`src/rtl/alu_operand_seq_if.sv`:
```
// Load/result handshake bundle for alu_operand_seq.
// master: load source + result consumer; slave: the sequencer.
interface alu_operand_seq_if #(
  parameter int ancho = 4
);
  logic [ancho-1:0] din;
  logic             op_sel;
  logic             ld_valid;
  logic             ld_ready;
  logic [ancho-1:0] result;
  logic             flag_zero;
  logic             flag_carry;
  logic             res_valid;
  logic             res_ready;

  modport master (
    output din, op_sel, ld_valid, res_ready,
    input  ld_ready, result, flag_zero, flag_carry, res_valid
  );

  modport slave (
    input  din, op_sel, ld_valid, res_ready,
    output ld_ready, result, flag_zero, flag_carry, res_valid
  );
endinterface

```
`src/rtl/alu_operand_seq.sv`:
```
// Operand sequencer / result capture stage feeding a Sum1 increment unit.
// Loads A, then B + select over one load bus, lets the ALU settle one cycle,
// captures result and zero/carry flags, and hands the result downstream.
// Optional macro ALU_OP_COUNT_EN adds a saturating 8-bit op_count output.
module alu_operand_seq #(
  parameter int ancho = 4
) (
  input  logic             clk,
  input  logic             rst_n,
  input  logic             abort,
  output logic [ancho-1:0] alu_a,
  output logic [ancho-1:0] alu_b,
  output logic             alu_sel,
  input  logic [ancho-1:0] alu_res,
  output logic             busy,
`ifdef ALU_OP_COUNT_EN
  output logic [7:0]       op_count,
`endif
  alu_operand_seq_if.slave bus
);

  typedef enum logic [2:0] {
    LOAD_A,
    LOAD_B,
    ISSUE,
    CAPTURE,
    DONE
  } state_t;

  state_t           state;
  state_t           state_nx;

  logic             ld_ready_c;
  logic             xfer;
  logic             ld_a_en;
  logic             ld_b_en;
  logic             cap_en;
  logic             clr_valid;

  logic [ancho-1:0] result_r;
  logic             flag_zero_r;
  logic             flag_carry_r;
  logic             res_valid_r;
  logic [ancho-1:0] sel_opnd;

  assign ld_ready_c     = (state == LOAD_A) || (state == LOAD_B);
  assign xfer           = bus.ld_valid & ld_ready_c;
  assign sel_opnd       = alu_sel ? alu_b : alu_a;
  assign busy           = (state != LOAD_A);

  assign bus.ld_ready   = ld_ready_c;
  assign bus.result     = result_r;
  assign bus.flag_zero  = flag_zero_r;
  assign bus.flag_carry = flag_carry_r;
  assign bus.res_valid  = res_valid_r;

  // State register
  always_ff @(posedge clk or negedge rst_n) begin
    if (!rst_n) state <= LOAD_A;
    else        state <= state_nx;
  end

  // Next-state and register-enable decode; abort overrides every state
  always_comb begin
    state_nx  = state;
    ld_a_en   = 1'b0;
    ld_b_en   = 1'b0;
    cap_en    = 1'b0;
    clr_valid = 1'b0;
    if (abort) begin
      state_nx  = LOAD_A;
      clr_valid = 1'b1;
    end else begin
      case (state)
        LOAD_A: if (xfer) begin
          ld_a_en  = 1'b1;
          state_nx = LOAD_B;
        end
        LOAD_B: if (xfer) begin
          ld_b_en  = 1'b1;
          state_nx = ISSUE;
        end
        ISSUE:   state_nx = CAPTURE;
        CAPTURE: begin
          cap_en   = 1'b1;
          state_nx = DONE;
        end
        DONE: if (bus.res_ready) begin
          clr_valid = 1'b1;
          state_nx  = LOAD_A;
        end
        default: state_nx = LOAD_A;
      endcase
    end
  end

  // Operand, result and flag registers
  always_ff @(posedge clk or negedge rst_n) begin
    if (!rst_n) begin
      alu_a        <= '0;
      alu_b        <= '0;
      alu_sel      <= 1'b0;
      result_r     <= '0;
      flag_zero_r  <= 1'b0;
      flag_carry_r <= 1'b0;
      res_valid_r  <= 1'b0;
    end else begin
      if (ld_a_en) alu_a <= bus.din;
      if (ld_b_en) begin
        alu_b   <= bus.din;
        alu_sel <= bus.op_sel;
      end
      if (cap_en) begin
        result_r     <= alu_res;
        flag_zero_r  <= (alu_res == '0);
        flag_carry_r <= (sel_opnd == '1);
        res_valid_r  <= 1'b1;
      end
      if (clr_valid) res_valid_r <= 1'b0;
    end
  end

`ifdef ALU_OP_COUNT_EN
  logic handoff;
  assign handoff = (state == DONE) & bus.res_ready & ~abort;

  // Completed-operation counter, saturating at 255
  always_ff @(posedge clk or negedge rst_n) begin
    if (!rst_n)                           op_count <= '0;
    else if (handoff && op_count != '1)   op_count <= op_count + 8'd1;
  end
`endif

endmodule

```
`src/flat_wrapper.sv`:
```
// flat-port wrapper written by rule: the top's interface ports become plain ports
module alu_operand_seq_flat 
#(
  parameter int ancho = 4
)
  (clk, rst_n, abort, alu_a, alu_b, alu_sel, alu_res, busy, bus_din, bus_op_sel, bus_ld_valid, bus_res_ready, bus_ld_ready, bus_result, bus_flag_zero, bus_flag_carry, bus_res_valid);
  alu_operand_seq_if #(.ancho(ancho)) bus_i ();
  input  logic clk;
  input  logic rst_n;
  input  logic abort;
  output logic [ancho-1:0] alu_a;
  output logic [ancho-1:0] alu_b;
  output logic alu_sel;
  input  logic [ancho-1:0] alu_res;
  output logic busy;
  input wire logic [$bits(bus_i.din)-1:0] bus_din;
  input wire logic [$bits(bus_i.op_sel)-1:0] bus_op_sel;
  input wire logic [$bits(bus_i.ld_valid)-1:0] bus_ld_valid;
  input wire logic [$bits(bus_i.res_ready)-1:0] bus_res_ready;
  output wire logic [$bits(bus_i.ld_ready)-1:0] bus_ld_ready;
  output wire logic [$bits(bus_i.result)-1:0] bus_result;
  output wire logic [$bits(bus_i.flag_zero)-1:0] bus_flag_zero;
  output wire logic [$bits(bus_i.flag_carry)-1:0] bus_flag_carry;
  output wire logic [$bits(bus_i.res_valid)-1:0] bus_res_valid;
  assign bus_i.din = bus_din;
  assign bus_i.op_sel = bus_op_sel;
  assign bus_i.ld_valid = bus_ld_valid;
  assign bus_i.res_ready = bus_res_ready;
  assign bus_ld_ready = bus_i.ld_ready;
  assign bus_result = bus_i.result;
  assign bus_flag_zero = bus_i.flag_zero;
  assign bus_flag_carry = bus_i.flag_carry;
  assign bus_res_valid = bus_i.res_valid;
  alu_operand_seq #(.ancho(ancho)) u_core (.clk(clk), .rst_n(rst_n), .abort(abort), .alu_a(alu_a), .alu_b(alu_b), .alu_sel(alu_sel), .alu_res(alu_res), .busy(busy), .bus(bus_i));
endmodule
```
`config.mk`:
```
export PLATFORM = sky130hd
export DESIGN_NAME = alu_operand_seq_flat
export DESIGN_NICKNAME = d
export VERILOG_FILES = /design/src/rtl/alu_operand_seq_if.sv /design/src/rtl/alu_operand_seq.sv /design/src/flat_wrapper.sv
export SDC_FILE = /design/constraint.sdc
export NUM_CORES = 1
export LEC_CHECK = 0
export CAP_MARGIN = 15
export CORE_MARGIN = 2
export CORE_UTILIZATION = 40
export DETAILED_ROUTE_END_ITERATION = 10
export HOLD_SLACK_MARGIN = 0.08
export PLACE_DENSITY = 0.79
export RECOVER_POWER = 100
export SLEW_MARGIN = 25
export SYNTH_ARGS = -nofsm -noshare
export SYNTH_HDL_FRONTEND = slang
export SYNTH_SLANG_ARGS = --single-unit
```
`constraint.sdc`:
```
create_clock -name clk -period 2.9 [get_ports clk]
set_input_delay 0.435 -clock clk [delete_from_list [all_inputs] [get_ports clk]]
set_output_delay 0.435 -clock clk [all_outputs]
set_load 0.02 [all_outputs]
```
**Yosys cells after proc, flatten, opt, wreduce, memory -nomap -nowiden**

Index checks and enable logic that the tools add are counted.

- Register bits after elaboration: 19
- Latch bits: 0
- Memory bits (writable): 0
- Bits in read-only memories: 0
- Input bits: 14
- Output and inout bits: 18
- Memories: 0

- Add/sub/neg operators: 0
- Multipliers: 0
- Div/mod/pow operators: 0
- $lt $le $gt $ge: 0
- Equal/unequal tests: 8
- Shift-type cells: 0
- Mux-type cells: 18
- Bitwise logic cells: 1
- Reduce and logical (&&, ||, !) cells: 6

Operators by type and width:

| operator | count |
|---|---|
| 3-bit one-hot mux with 5 select lines | 1 |
| 1-bit 2-to-1 mux | 12 |
| 3-bit 2-to-1 mux | 4 |
| 3-bit by 2-bit == test with 1-bit output, second input constant | 2 |
| 3-bit by 2-bit != test with 1-bit output, second input constant | 2 |
| 4-bit == test, second input constant | 1 |
| 4-bit logical NOT | 1 |
| 4-bit 2-to-1 mux | 1 |
| 3-bit by 1-bit == test with 1-bit output, second input constant | 1 |
| 3-bit == test, second input constant | 1 |
| 3-bit logical NOT | 1 |
| 3-bit != test, second input constant | 1 |
| 3-bit AND reduction | 1 |
| 3-bit nonzero test | 1 |
| 2-bit nonzero test | 1 |
| 1-bit AND | 1 |
| 1-bit logical OR | 1 |

**Logic depth before layout (Yosys ltp)**

- Depth after elaboration: 6
- Depth in mapped cells: 5
- Depth with buffers taken out: 3

**Worst setup path after synthesis**

Ideal clock, no wire load.

- Path type: reg-to-reg
- From: reg u_core.state[2]
- To: reg u_core.flag_zero_r, in the netlist u_core.bus.flag_zero
- Arrival: 1.160 ns
- Data required time: 2.775 ns
- Setup slack: 1.615 ns
- Stages on the path, launching flop included: 5
- Clock period less this slack: 1.285 ns
- Cell sequence: dfrtp_1 buf_2 and4bb_1 buf_6 mux2_4

- Word-level cells in the longest chain between the ends: 3

RTL lines:

| element | line | source |
|---|---|---|
| start, declared | alu_operand_seq.sv:30 | `state_t state;` |
| start signal, assigned | alu_operand_seq.sv:60 | `else state <= state_nx;` |
| 3-bit by 2-bit == test with 1-bit output | alu_operand_seq.sv:74 | `case (state)` |
| 1-bit 2-to-1 mux | alu_operand_seq.sv:74 |  |
| 1-bit 2-to-1 mux | alu_operand_seq.sv:70 | `if (abort) begin` |
| end signal, assigned | alu_operand_seq.sv:115 | `flag_zero_r <= (alu_res == '0);` |
| end, declared | alu_operand_seq.sv:41 | `logic flag_zero_r;` |

Every way passes these cells.
A chain may end at the register's enable or synchronous reset.

**Worst setup path after layout**

- From: reg u_core.state[0]
- To: out busy

- Word-level cells in the longest chain between the ends: 1

RTL lines:

| element | line | source |
|---|---|---|
| 3-bit nonzero test | alu_operand_seq.sv:49 | `assign busy = (state != LOAD_A);` |
| end, declared | flat_wrapper.sv:15 | `output logic busy;` |

Every way passes these cells.

==> impl_metrics.py <==
metrics = {
    "clock_network": {
        "cts.sinks": 19,
        "ctsResizeCount": 0,
        "root_buffer": "clkbuf_4",
        "numCtsBuffers": 3,
        "cts_tree": "built",
        "h-tree-depth": 1,
        "clk_pin_slew_ns": 0.11,
        "cts_setup_buffers": 0,
        "clk_latency_ns": 0.29,
        "cts.path.max_buffers": 2,
        "holdBufCountCts": 0,
    },
    "floorplanning": {
        "rows": 17,
        "ios": 32,
        "start_util": 0.4129,
        "die_h_um": 51.10,
        "die_w_um": 51.10,
        "fp.dieArea_sq_um": 2611,
        "core_area_sq_um": 2148,
    },
    "drt": {
        "routed_via_density": 4.912,
        "ant_nets": 0,
        "drt_iter0_drc": 3,
        "wl_met3_um": 76,
        "wl_met1_um": 757,
        "drc": 0,
        "via_count": 614,
        "dr.pass1.iters": 4,
        "routed_wl_um": 1657,
        "dr_wl_met2_um": 810,
        "highest_layer": "met4",
        "avgRoutedWirePerCell_um": 13.26,
    },
    "finish": {
        "final_cell_area_sq_um": 1171,
        "fill_cells": 203,
        "stdcell_count": 125,
        "multi_input_area_sq_um": 319.1,
        "nNetsFinal": 112,
        "drive_gt1_frac": 0.09278,
        "syn_to_final_growth_pct": 32.02,
        "utilization": 0.5451,
        "register_area_sq_um": 475.5,
        "diodes": 0,
    },
    "setup_path": {
        "ff2ff_path_depth": 3,
        "required_ns": 2.47,
        "path_class": "flop to output port",
        "reg2reg_to": "u_core.alu_b[1]",
        "cp-end-kind": "output port",
        "regToRegStartpoint": "u_core.state[0]",
        "cp_max_fo": 7,
        "arrival_ns": 1.72,
        "critPathLaunchType": "flop",
        "max_stage_delay_ns": 0.65,
        "cp_cell_sequence": "nor2_1 -> nand2_1 -> dlygate4sd3_1",
        "cpMaxStageDelayCell": "dlygate4sd3_1",
        "rrSetupSlack_ns": 1.43,
    },
    "global_route": {
        "antenna_found_initial": 0,
        "grt_pass1_vias": 608,
        "grt_overflow_total": 0,
        "track_usage": 0.1425,
        "grt_max_degree": 20,
        "grt_pass1_wl_um": 2746,
    },
    "timing": {
        "setup_tns_ns": 0,
        "worst_hold_slack_ns": 0.5050,
        "fmax_mhz": 463.7,
        "max_slew.worst_pin.slew_ns": 0.8499,
        "slew_headroom": 0.4315,
        "min_period_over_period": 0.7437,
        "setup_violations": 0,
        "min_period_ns": 2.157,
        "finClkSkew_ns": 0.001449,
        "rsz0062_at_grt": "false",
        "hold_viol": 0,
        "slew_violations": 0,
    },
    "synthesis": {
        "synth_warnings": 0,
        "postSynthAreaPerCell_sq_um": 13.65,
        "synth.top_cell.area_share": 0.5360,
        "seq_area_frac_synth": 0.5360,
        "synth_area_leaders": "dfrtp_1, mux2_4, mux2_2, buf_6, a21oi_1",
        "syn_inst": 65,
        "synthDistinctLibCells": 23,
        "synth_seq_cells": 19,
        "synth.net_count": 79,
        "synth_top_area_cell": "dfrtp_1",
        "syn_area_sq_um": 887.1,
    },
    "power": {
        "p_per_area_nw_per_um2": 744.4,
        "p_comb_frac": 0.397,
        "p_switching_mw": 0.3061,
        "leakage_nw": 0.5263,
        "seqPwrFrac": 0.450,
        "internal_power_mw": 0.5657,
        "irDropWorstVdd_mv": 0.3583,
        "p_sw_frac": 0.3511,
        "power_frac_clock": 0.152,
    },
    "placement": {
        "portBuffers": 31,
        "post_dp_cell_area_sq_um": 1205,
        "place.gp.congestion": 0.7596,
        "dp_hpwl_um": 1311,
        "dp.cells": 121,
    },
    "run": {
        "cap_viol_max_count": 0,
    },
    "worst_hold_path": {
        "min-delay-start": "u_core.bus.result[2]",
        "holdPathStages": 1,
        "holdPathEnd": "u_core.bus.result[2]",
        "hold_class": "flop to flop",
    },
    "outcome": {
        "status": "completed",
    },
}
## per-stage QoR
step | worst slack [ns] | power, mW
global placement | 0.9870 | 0.8179
global route | 0.6947 | 0.9232
finish | 0.7433 | 0.8718
detailed placement | 0.9618 | 0.8274
floorplan | 1.615 | 0.6217
CTS | 0.7734 | 0.9596
## cell type report
| type | instances | share of cell area |
|---|---|---|
| clock buffer | 3 | 0.01923 |
| multi-input combinational | 42 | 0.2724 |
| timing repair buffer | 31 | 0.2650 |
| tap | 28 | 0.02991 |
| inverter | 1 | 0.003205 |
| sequential | 19 | 0.4060 |
| clock inverter | 1 | 0.004274 |
## routing by layer
layer  global-route usage  vias to the layer above
met4              0.06757                        0
li1                     -                      294
met2               0.2338                       16
met5                    0                        -
met3              0.02339                        2
met1               0.1823                      302
## synth_stat cells (all sizes together)
master / instances
a31oi: 1
and4bb: 1
mux2: 14
nand2: 1
and3: 1
nor4: 1
a21oi: 4
inv: 1
buf: 3
nand4: 1
nand3: 4
nor3: 3
nor2: 5
xor2: 1
nor2b: 3
dfrtp: 19
nand3b: 2
## layout by cell type, fill, tap and decap left out, drive strengths merged
cell           Yosys  routed
nand4              1       1
dlygate4sd3        0      21
nand3              4       4
nand3b             2       2
dfrtp             19      19
nor2               5       5
nor3               3       3
clkbuf             0       3
clkdlybuf4s50      0      10
and4bb             1       1
a21oi              4       4
a31oi              1       1
nor4               1       1
nor2b              3       3
xor2               1       1
and3               1       1
inv                1       1
clkinv             0       1
mux2              14      14
nand2              1       1
## worst max path at each step
stage | endpoint | cells past startpoint | from
after floorplan | u_core.bus.flag_zero | 4 | u_core.state[2]
after global placement | u_core.bus.result[0] | 3 | abort
after detailed placement | u_core.bus.result[1] | 3 | abort
after CTS | busy | 3 | u_core.state[1]
after global routing | busy | 3 | u_core.state[0]
final | busy | 3 | u_core.state[0]
## critical path, delay by kind of cell (launching register included)
family | cells | cell delay (ns)
flip-flops | 1 | 0.47
buffers and inverters | 1 | 0.65
AND/OR/NAND/NOR | 2 | 0.31
## state kept, by name, indices dropped and copies added (netlist names)
register and count:
u_core.alu_b 4, u_core.alu_a 4, u_core.alu_sel 1, u_core.bus.res_valid 1, u_core.state 3, u_core.bus.flag_zero 1
u_core.bus.flag_carry 1, u_core.bus.result 4
## cells by family (layout without fill, tap and decap cells)
kind of cell | after synthesis | after routing | share of synthesized area
buf+inv | 4 | 36 | 0.03525
flops | 19 | 19 | 0.5360
simple gates | 22 | 22 | 0.1692
xor+xnor | 1 | 1 | 0.009875
compound gates | 5 | 5 | 0.02962
mux | 14 | 14 | 0.2200
## power by group through the flow
stage                     Sequential [mW]  Clock (mW)  Combinational [mW]
final                               0.393       0.133               0.346
after global routing                0.406       0.146               0.371
after CTS                           0.402       0.138               0.420
after detailed placement            0.408           0               0.419
after global placement              0.406           0               0.412
after floorplan                     0.485           0               0.137
No activity file was read; power rests on OpenSTA's default activity.
